## config.mk

```make
export PLATFORM = sky130hd
export DESIGN_NAME = spi_module
export DESIGN_NICKNAME = d
export VERILOG_FILES = /design/src/rtl/spi_module_pkg.sv /design/src/rtl/spi_sync.sv /design/src/rtl/spi_module.sv
export SDC_FILE = /design/constraint.sdc
export NUM_CORES = 1
export LEC_CHECK = 0
export CAP_MARGIN = 20
export CORE_MARGIN = 5
export CORE_UTILIZATION = 50
export DETAILED_ROUTE_END_ITERATION = 8
export PLACE_DENSITY_LB_ADDON = 0.25
export SYNTH_ARGS = -nofsm -noshare
export SYNTH_HDL_FRONTEND = slang
export SYNTH_SLANG_ARGS = --single-unit
```

## constraint.sdc

```tcl
create_clock -name clk -period 4.1 [get_ports clk]
set_input_delay 0.82 -clock clk [delete_from_list [all_inputs] [get_ports clk]]
set_output_delay 0.82 -clock clk [all_outputs]
set_load 0.01 [all_outputs]
```

## src/rtl/spi_module_pkg.sv

```systemverilog
// Shared frame geometry and helpers for the SPI slave bridge.
package spi_module_pkg;

    localparam int CMD_W       = 8;
    localparam int DATA_W      = 32;
    localparam int FRAME_LEN   = CMD_W + DATA_W;
    localparam int CMD_SEL_BIT = 0;
    localparam int CNT_W       = 6;

    // Bit-counter landmarks, pre-sized to the counter width
    localparam logic [CNT_W-1:0] CNT_CMD_LAST   = CNT_W'(CMD_W - 1);
    localparam logic [CNT_W-1:0] CNT_CMD_DONE   = CNT_W'(CMD_W);
    localparam logic [CNT_W-1:0] CNT_FRAME_LAST = CNT_W'(FRAME_LEN - 1);
    localparam logic [CNT_W-1:0] CNT_FRAME_DONE = CNT_W'(FRAME_LEN);

    // Pick register 1 when the select bit is set, else register 0
    function automatic logic [DATA_W-1:0] sel_reg(input logic             sel,
                                                  input logic [DATA_W-1:0] r0,
                                                  input logic [DATA_W-1:0] r1);
        return sel ? r1 : r0;
    endfunction

endpackage

```

## src/rtl/spi_sync.sv

```systemverilog
// Multi-stage synchroniser with rise/fall detection on the synchronised level.
module spi_sync #(
    parameter int   SYNC_STAGES = 2,
    parameter logic RST_VAL     = 1'b0
) (
    input  logic clk,
    input  logic nrst,
    input  logic din,
    output logic level,
    output logic rise,
    output logic fall
);

    logic [SYNC_STAGES-1:0] sync_q;
    logic                   prev_q;

    // Shift the asynchronous input through the chain; keep one extra stage for edges
    always_ff @(posedge clk or negedge nrst) begin
        if (!nrst) begin
            sync_q <= {SYNC_STAGES{RST_VAL}};
            prev_q <= RST_VAL;
        end else begin
            sync_q <= {sync_q[SYNC_STAGES-2:0], din};
            prev_q <= sync_q[SYNC_STAGES-1];
        end
    end

    assign level = sync_q[SYNC_STAGES-1];
    assign rise  = level & ~prev_q;
    assign fall  = ~level & prev_q;

endmodule

```

## src/rtl/spi_module.sv

```systemverilog
// SPI slave (mode 0, MSB first): 8-bit command + 32-bit data writes one of two registers.
// MISO returns the previous command as a status byte, then (with SPI_READBACK_EN defined)
// the previous contents of the addressed register; otherwise zeros in the data phase.
module spi_module
    import spi_module_pkg::*;
#(
    parameter int SYNC_STAGES = 2
) (
    input  logic              clk,
    input  logic              nrst,
    input  logic              sck,
    input  logic              mosi,
    input  logic              ncs,
    output logic              miso,
    output logic [CMD_W-1:0]  q_c,
    output logic [DATA_W-1:0] q_0,
    output logic [DATA_W-1:0] q_1
);

    logic sck_s, sck_rise, sck_fall;
    logic mosi_s, mosi_rise, mosi_fall;
    logic ncs_s, ncs_rise, ncs_fall;
    logic unused_edges;

    spi_sync #(.SYNC_STAGES(SYNC_STAGES), .RST_VAL(1'b0)) u_sync_sck (
        .clk   (clk),
        .nrst  (nrst),
        .din   (sck),
        .level (sck_s),
        .rise  (sck_rise),
        .fall  (sck_fall)
    );

    spi_sync #(.SYNC_STAGES(SYNC_STAGES), .RST_VAL(1'b0)) u_sync_mosi (
        .clk   (clk),
        .nrst  (nrst),
        .din   (mosi),
        .level (mosi_s),
        .rise  (mosi_rise),
        .fall  (mosi_fall)
    );

    // ncs idles high, so its synchroniser resets high to avoid a false select edge
    spi_sync #(.SYNC_STAGES(SYNC_STAGES), .RST_VAL(1'b1)) u_sync_ncs (
        .clk   (clk),
        .nrst  (nrst),
        .din   (ncs),
        .level (ncs_s),
        .rise  (ncs_rise),
        .fall  (ncs_fall)
    );

    assign unused_edges = ^{sck_s, mosi_rise, mosi_fall, ncs_rise};

    logic [CNT_W-1:0]     cnt_q, cnt_d;
    logic [FRAME_LEN-1:0] rx_q, rx_d, rx_next;
    logic [DATA_W-1:0]    tx_q, tx_d;
    logic                 miso_q, miso_d;
    logic [CMD_W-1:0]     q_c_q, q_c_d;
    logic [DATA_W-1:0]    q_0_q, q_0_d;
    logic [DATA_W-1:0]    q_1_q, q_1_d;
    logic                 wr_pend_q, wr_pend_d;
    logic [DATA_W-1:0]    rd_word;

    assign rx_next = {rx_q[FRAME_LEN-2:0], mosi_s};

`ifdef SPI_READBACK_EN
    assign rd_word = sel_reg(rx_next[CMD_SEL_BIT], q_0_q, q_1_q);
`else
    assign rd_word = '0;
`endif

    // Frame sequencing: select, sample on sck rise, shift out on sck fall, deferred write
    always_comb begin
        cnt_d     = cnt_q;
        rx_d      = rx_q;
        tx_d      = tx_q;
        miso_d    = miso_q;
        q_c_d     = q_c_q;
        q_0_d     = q_0_q;
        q_1_d     = q_1_q;
        wr_pend_d = 1'b0;

        // Write lands one clk after the last data bit is sampled
        if (wr_pend_q) begin
            if (rx_q[DATA_W+CMD_SEL_BIT]) begin
                q_1_d = rx_q[DATA_W-1:0];
            end else begin
                q_0_d = rx_q[DATA_W-1:0];
            end
        end

        if (ncs_s) begin
            cnt_d  = '0;
            miso_d = 1'b0;
        end else if (ncs_fall) begin
            cnt_d  = '0;
            tx_d   = {q_c_q, {(DATA_W-CMD_W){1'b0}}};
            miso_d = q_c_q[CMD_W-1];
        end else if (sck_rise && (cnt_q < CNT_FRAME_DONE)) begin
            rx_d  = rx_next;
            cnt_d = cnt_q + CNT_W'(1);
            if (cnt_q == CNT_CMD_LAST) begin
                q_c_d  = rx_next[CMD_W-1:0];
                tx_d   = rd_word;
                miso_d = rd_word[DATA_W-1];
            end
            if (cnt_q == CNT_FRAME_LAST) begin
                wr_pend_d = 1'b1;
            end
        end else if (sck_fall && (cnt_q != '0)) begin
            if (cnt_q >= CNT_FRAME_DONE) begin
                miso_d = 1'b0;
            end else if (cnt_q != CNT_CMD_DONE) begin
                // Data MSB was already presented at rise #8, so fall #8 holds it
                tx_d   = {tx_q[DATA_W-2:0], 1'b0};
                miso_d = tx_q[DATA_W-2];
            end
        end
    end

    // State registers
    always_ff @(posedge clk or negedge nrst) begin
        if (!nrst) begin
            cnt_q     <= '0;
            rx_q      <= '0;
            tx_q      <= '0;
            miso_q    <= 1'b0;
            q_c_q     <= '0;
            q_0_q     <= '0;
            q_1_q     <= '0;
            wr_pend_q <= 1'b0;
        end else begin
            cnt_q     <= cnt_d;
            rx_q      <= rx_d;
            tx_q      <= tx_d;
            miso_q    <= miso_d;
            q_c_q     <= q_c_d;
            q_0_q     <= q_0_d;
            q_1_q     <= q_1_d;
            wr_pend_q <= wr_pend_d;
        end
    end

    assign miso = miso_q;
    assign q_c  = q_c_q;
    assign q_0  = q_0_q;
    assign q_1  = q_1_q;

endmodule

```

==> key figures <==
Power
  • Pleak: 3.24 nW
  • P_sw: 0.639 mW
  • Switching Fraction: 21.6%
  • Pwr per Cell Area: 454 nW/um2
  • VDD IR-drop max: 282 uV
  • Sequential Power Share: 44.6%
  • Clock group share of total power: 52.6%
  • Tot Pwr: 2.96 mW
  • Combinational share of power: 2.8%
  • Internal Power: 2.32 mW

Layout
  • Syn-to-layout area delta: 29.8%
  • Antenna Cells: 0
  • Register area: 3210 um2
  • Nets: 401
  • Fillers: 710
  • Multi-input logic area: 1730 um2
  • Share of cells above drive strength 1: 37.8%
  • Layout Cells excl Fill: 540

Global routing
  • Largest net degree at the start of global routing: 77
  • Total Routing Usage GR: 17.2%
  • Grt ovf: 0
  • Global-route wire length before repair: 15.9 mm
  • Vias in the first global route: 3,072
  • Initial antenna violation count: 0

Synth
  • Mean post-synth cell area: 16.3 um2
  • Largest family of logic cells by synthesized area: multiplexers
  • Post-Synth Simple-Gate Area: 3.93%
  • Post-Syn Nets: 315
  • FF+latch count, synth: 128
  • Cells after synthesis: 308
  • Synth Area in Adders: 0.497%
  • Synth Area in Compound Gates: 2.26%
  • Synth cell types: 35
  • Post-synthesis mux area share: 27.0%
  • Synthesized area: 5030 um2
  • Warnings from Yosys: 0
  • Xor/xnor cell area share of the yosys netlist: 0.696%
  • Register area share after synthesis: 63.7%

Clock network
  • Worst-path clk slew: 0.06 ns
  • Root Buffer: clkbuf_8
  • Cts hold-fix bufs: 0
  • Total CTS buffers: 17
  • Sinks on Clock Net: 128
  • Clk_lat worst skew: 0.50 ns
  • Post-cts sizing count: 0
  • CTS Buffer Depth: 2
  • Setup Fix Bufs, Post-CTS: 0
  • CTS tree: built
  • H-tree levels: 4

Timing
  • RSZ-0062 raised after global routing: no
  • Setup Skew: 0.0123 ns
  • Final setup fails: 0
  • Tcrit/Tclk final: 61.8%
  • Aggregate negative setup slack: 0 ns
  • Fmax: 395 MHz
  • Final Hold Vio Count: 0
  • Min Tclk post-route: 2.53 ns
  • Worst Slack Setup Final: 1.57 ns
  • Relative max-transition margin: 35.9%
  • Slew Limit Fails: 0
  • Worst slew pin tran: 0.961 ns

Die
  • Die Y-Extent: 110 um
  • Std-Cell Rows: 36
  • Core area: 9770 um2
  • IO Pins: 78
  • Initial core utilization: 51.5%
  • Die area: 12,200 um2
  • Die W: 110 um

Placed design
  • Setup WS pre-CTS: 1.55 ns
  • Placed cell count: 508
  • Global placer's final weighted congestion: 0.786
  • DP HPWL: 6.01 mm
  • IO buf count: 77

Worst setup path
  • CP startpoint kind: flop
  • CP required: 4.48 ns
  • Arrival time worst endpoint: 2.91 ns
  • Worst-path fanout max: 35
  • CP Capture Type: flop
  • Worst setup path class: flop to flop

Job
  • Maxcap violations: 0

Outcome
  • Status: complete, no violations

Routing
  • DRT antenna net count: 0
  • Iteration-0 DRC Markers: 88
  • Average wire per standard cell: 17.7 um
  • Vias: 2,800
  • Drt pass-1 iters: 4
  • Drt drc: 0
  • Drt total wl: 9.58 mm
  • Drt via density: 5.19

Hold path
  • Min-delay worst type: flop to flop
[stage by stage]
| stage | instance area, um2 | hold slack, ns | utilization, % |
|---|---|---|---|
| after floorplan | 5030 | 0.331 | - |
| after global placement | 5910 | 0.337 | 60.5 |
| after detailed placement | 5910 | 0.346 | 60.5 |
| after CTS | 6530 | 0.354 | 66.8 |
| after global routing | 6530 | 0.358 | 66.8 |
| final | 6530 | 0.352 | 66.8 |
[sequential cells by signal, indices dropped and copies added, names as in the netlist]
name,cells
cnt_q,6
miso,1
q_0,32
q_1,32
q_c,8
rx_q,33
tx_q,7
u_sync_mosi.sync_q,2
u_sync_ncs.prev_q,1
u_sync_ncs.sync_q,2
u_sync_sck.prev_q,1
u_sync_sck.sync_q,2
wr_pend_q,1
[worst max-delay path, stage by stage, from the launching register on]
cell	delay, ns
dfrtp_1	0.39
nor2b_1	0.61
nand3b_4	0.66
nor2_8	0.38
mux2_2	0.36
[cell usage after synthesis]
| library cell | number | share of area (%) |
|---|---|---|
| a21oi_1 | 3 | 0.30 |
| a21oi_2 | 1 | 0.17 |
| a221oi_1 | 1 | 0.17 |
| a22o_1 | 6 | 1.0 |
| a31oi_1 | 1 | 0.12 |
| a32oi_1 | 1 | 0.17 |
| and3_1 | 2 | 0.25 |
| and4bb_2 | 1 | 0.25 |
| buf_1 | 6 | 0.45 |
| buf_2 | 2 | 0.20 |
| buf_6 | 4 | 0.89 |
| clkbuf_1 | 1 | 0.074 |
| dfrtp_1 | 125 | 62 |
| dfstp_2 | 3 | 1.6 |
| ha_1 | 2 | 0.50 |
| inv_1 | 4 | 0.30 |
| mux2_1 | 2 | 0.45 |
| mux2_2 | 80 | 18 |
| mux2_4 | 29 | 8.7 |
| nand2_1 | 7 | 0.52 |
| nand2b_1 | 1 | 0.12 |
| nand3_1 | 4 | 0.40 |
| nand3b_1 | 1 | 0.15 |
| nand3b_4 | 1 | 0.40 |
| nand4_1 | 1 | 0.12 |
| nand4b_1 | 1 | 0.17 |
| nor2_1 | 6 | 0.45 |
| nor2_8 | 1 | 0.40 |
| nor2b_1 | 3 | 0.37 |
| o21ai_0 | 1 | 0.099 |
| o21ai_2 | 1 | 0.17 |
| or2_1 | 1 | 0.12 |
| or4b_1 | 1 | 0.20 |
| xnor2_1 | 1 | 0.17 |
| xor2_1 | 3 | 0.52 |
[cell families (layout without fill, tap and decap cells)]
family	Yosys count	count (layout)
mux	111	111
xor+xnor	4	4
compound gates	15	15
simple gates	31	31
buf+inv	17	116
fa+ha+maj	2	2
flops	128	128
[final timing paths]
kind                                                 from                        endpoint  slack [ns]  cells past startpoint
setup / recovery              u_sync_sck.prev_q$_DFF_PN0_              q_c[0]$_DFFE_PN0P_        1.57                      4
hold / removal             u_sync_ncs.sync_q[0]$_DFF_PN1_  u_sync_ncs.sync_q[1]$_DFF_PN1_        0.35                      0
setup reg to reg              u_sync_sck.prev_q$_DFF_PN0_              q_c[0]$_DFFE_PN0P_        1.57                      4
hold reg to reg            u_sync_ncs.sync_q[0]$_DFF_PN1_  u_sync_ncs.sync_q[1]$_DFF_PN1_        0.35                      0
max in group asynchronous                            nrst              q_0[0]$_DFFE_PN0P_        2.71                      2
min in group asynchronous                            nrst             q_1[19]$_DFFE_PN0P_        0.44                      1
[layout make-up]
class | instances | share of cell area [%]
Clock buffer | 17 | 6.34
Clock inverter | 15 | 3.18
Inverter | 4 | 0.230
Multi-Input combinational cell | 163 | 26.5
Sequential cell | 128 | 49.1
Tap cell | 133 | 2.55
Timing Repair Buffer | 80 | 12.1
[metal layers]
| metal | share of wire (%) | track usage (%) |
|---|---|---|
| met5 | 0 | 0 |
| met4 | 1.0 | 6.07 |
| met3 | 3.8 | 4.66 |
| met2 | 52 | 28.0 |
| met1 | 43 | 22.3 |
[cells in the final DEF (no fill, tap or decap), types with 4 or more instances in the layout]
cell type and instances:
buf_4 4, nand2_1 7, inv_6 4, dfrtp_1 125, mux2_2 80, clkdlybuf4s50_1 76, nor2_1 6, a22o_1 6
mux2_4 29, clkbuf_16 16, inv_1 4, bufinv_16 4, clkinv_4 4, nand3_1 4
[power by group through the flow]
stage               Sequential, mW  Combinational [mW]  Clock [mW]
floorplan                     1.33              0.0511           0
global placement              1.34              0.0819           0
detailed placement            1.34              0.0841           0
CTS                           1.32              0.0844        1.59
global route                  1.33              0.0914        1.65
finish                        1.32              0.0816        1.56
Power figures use the tool's default switching activity.
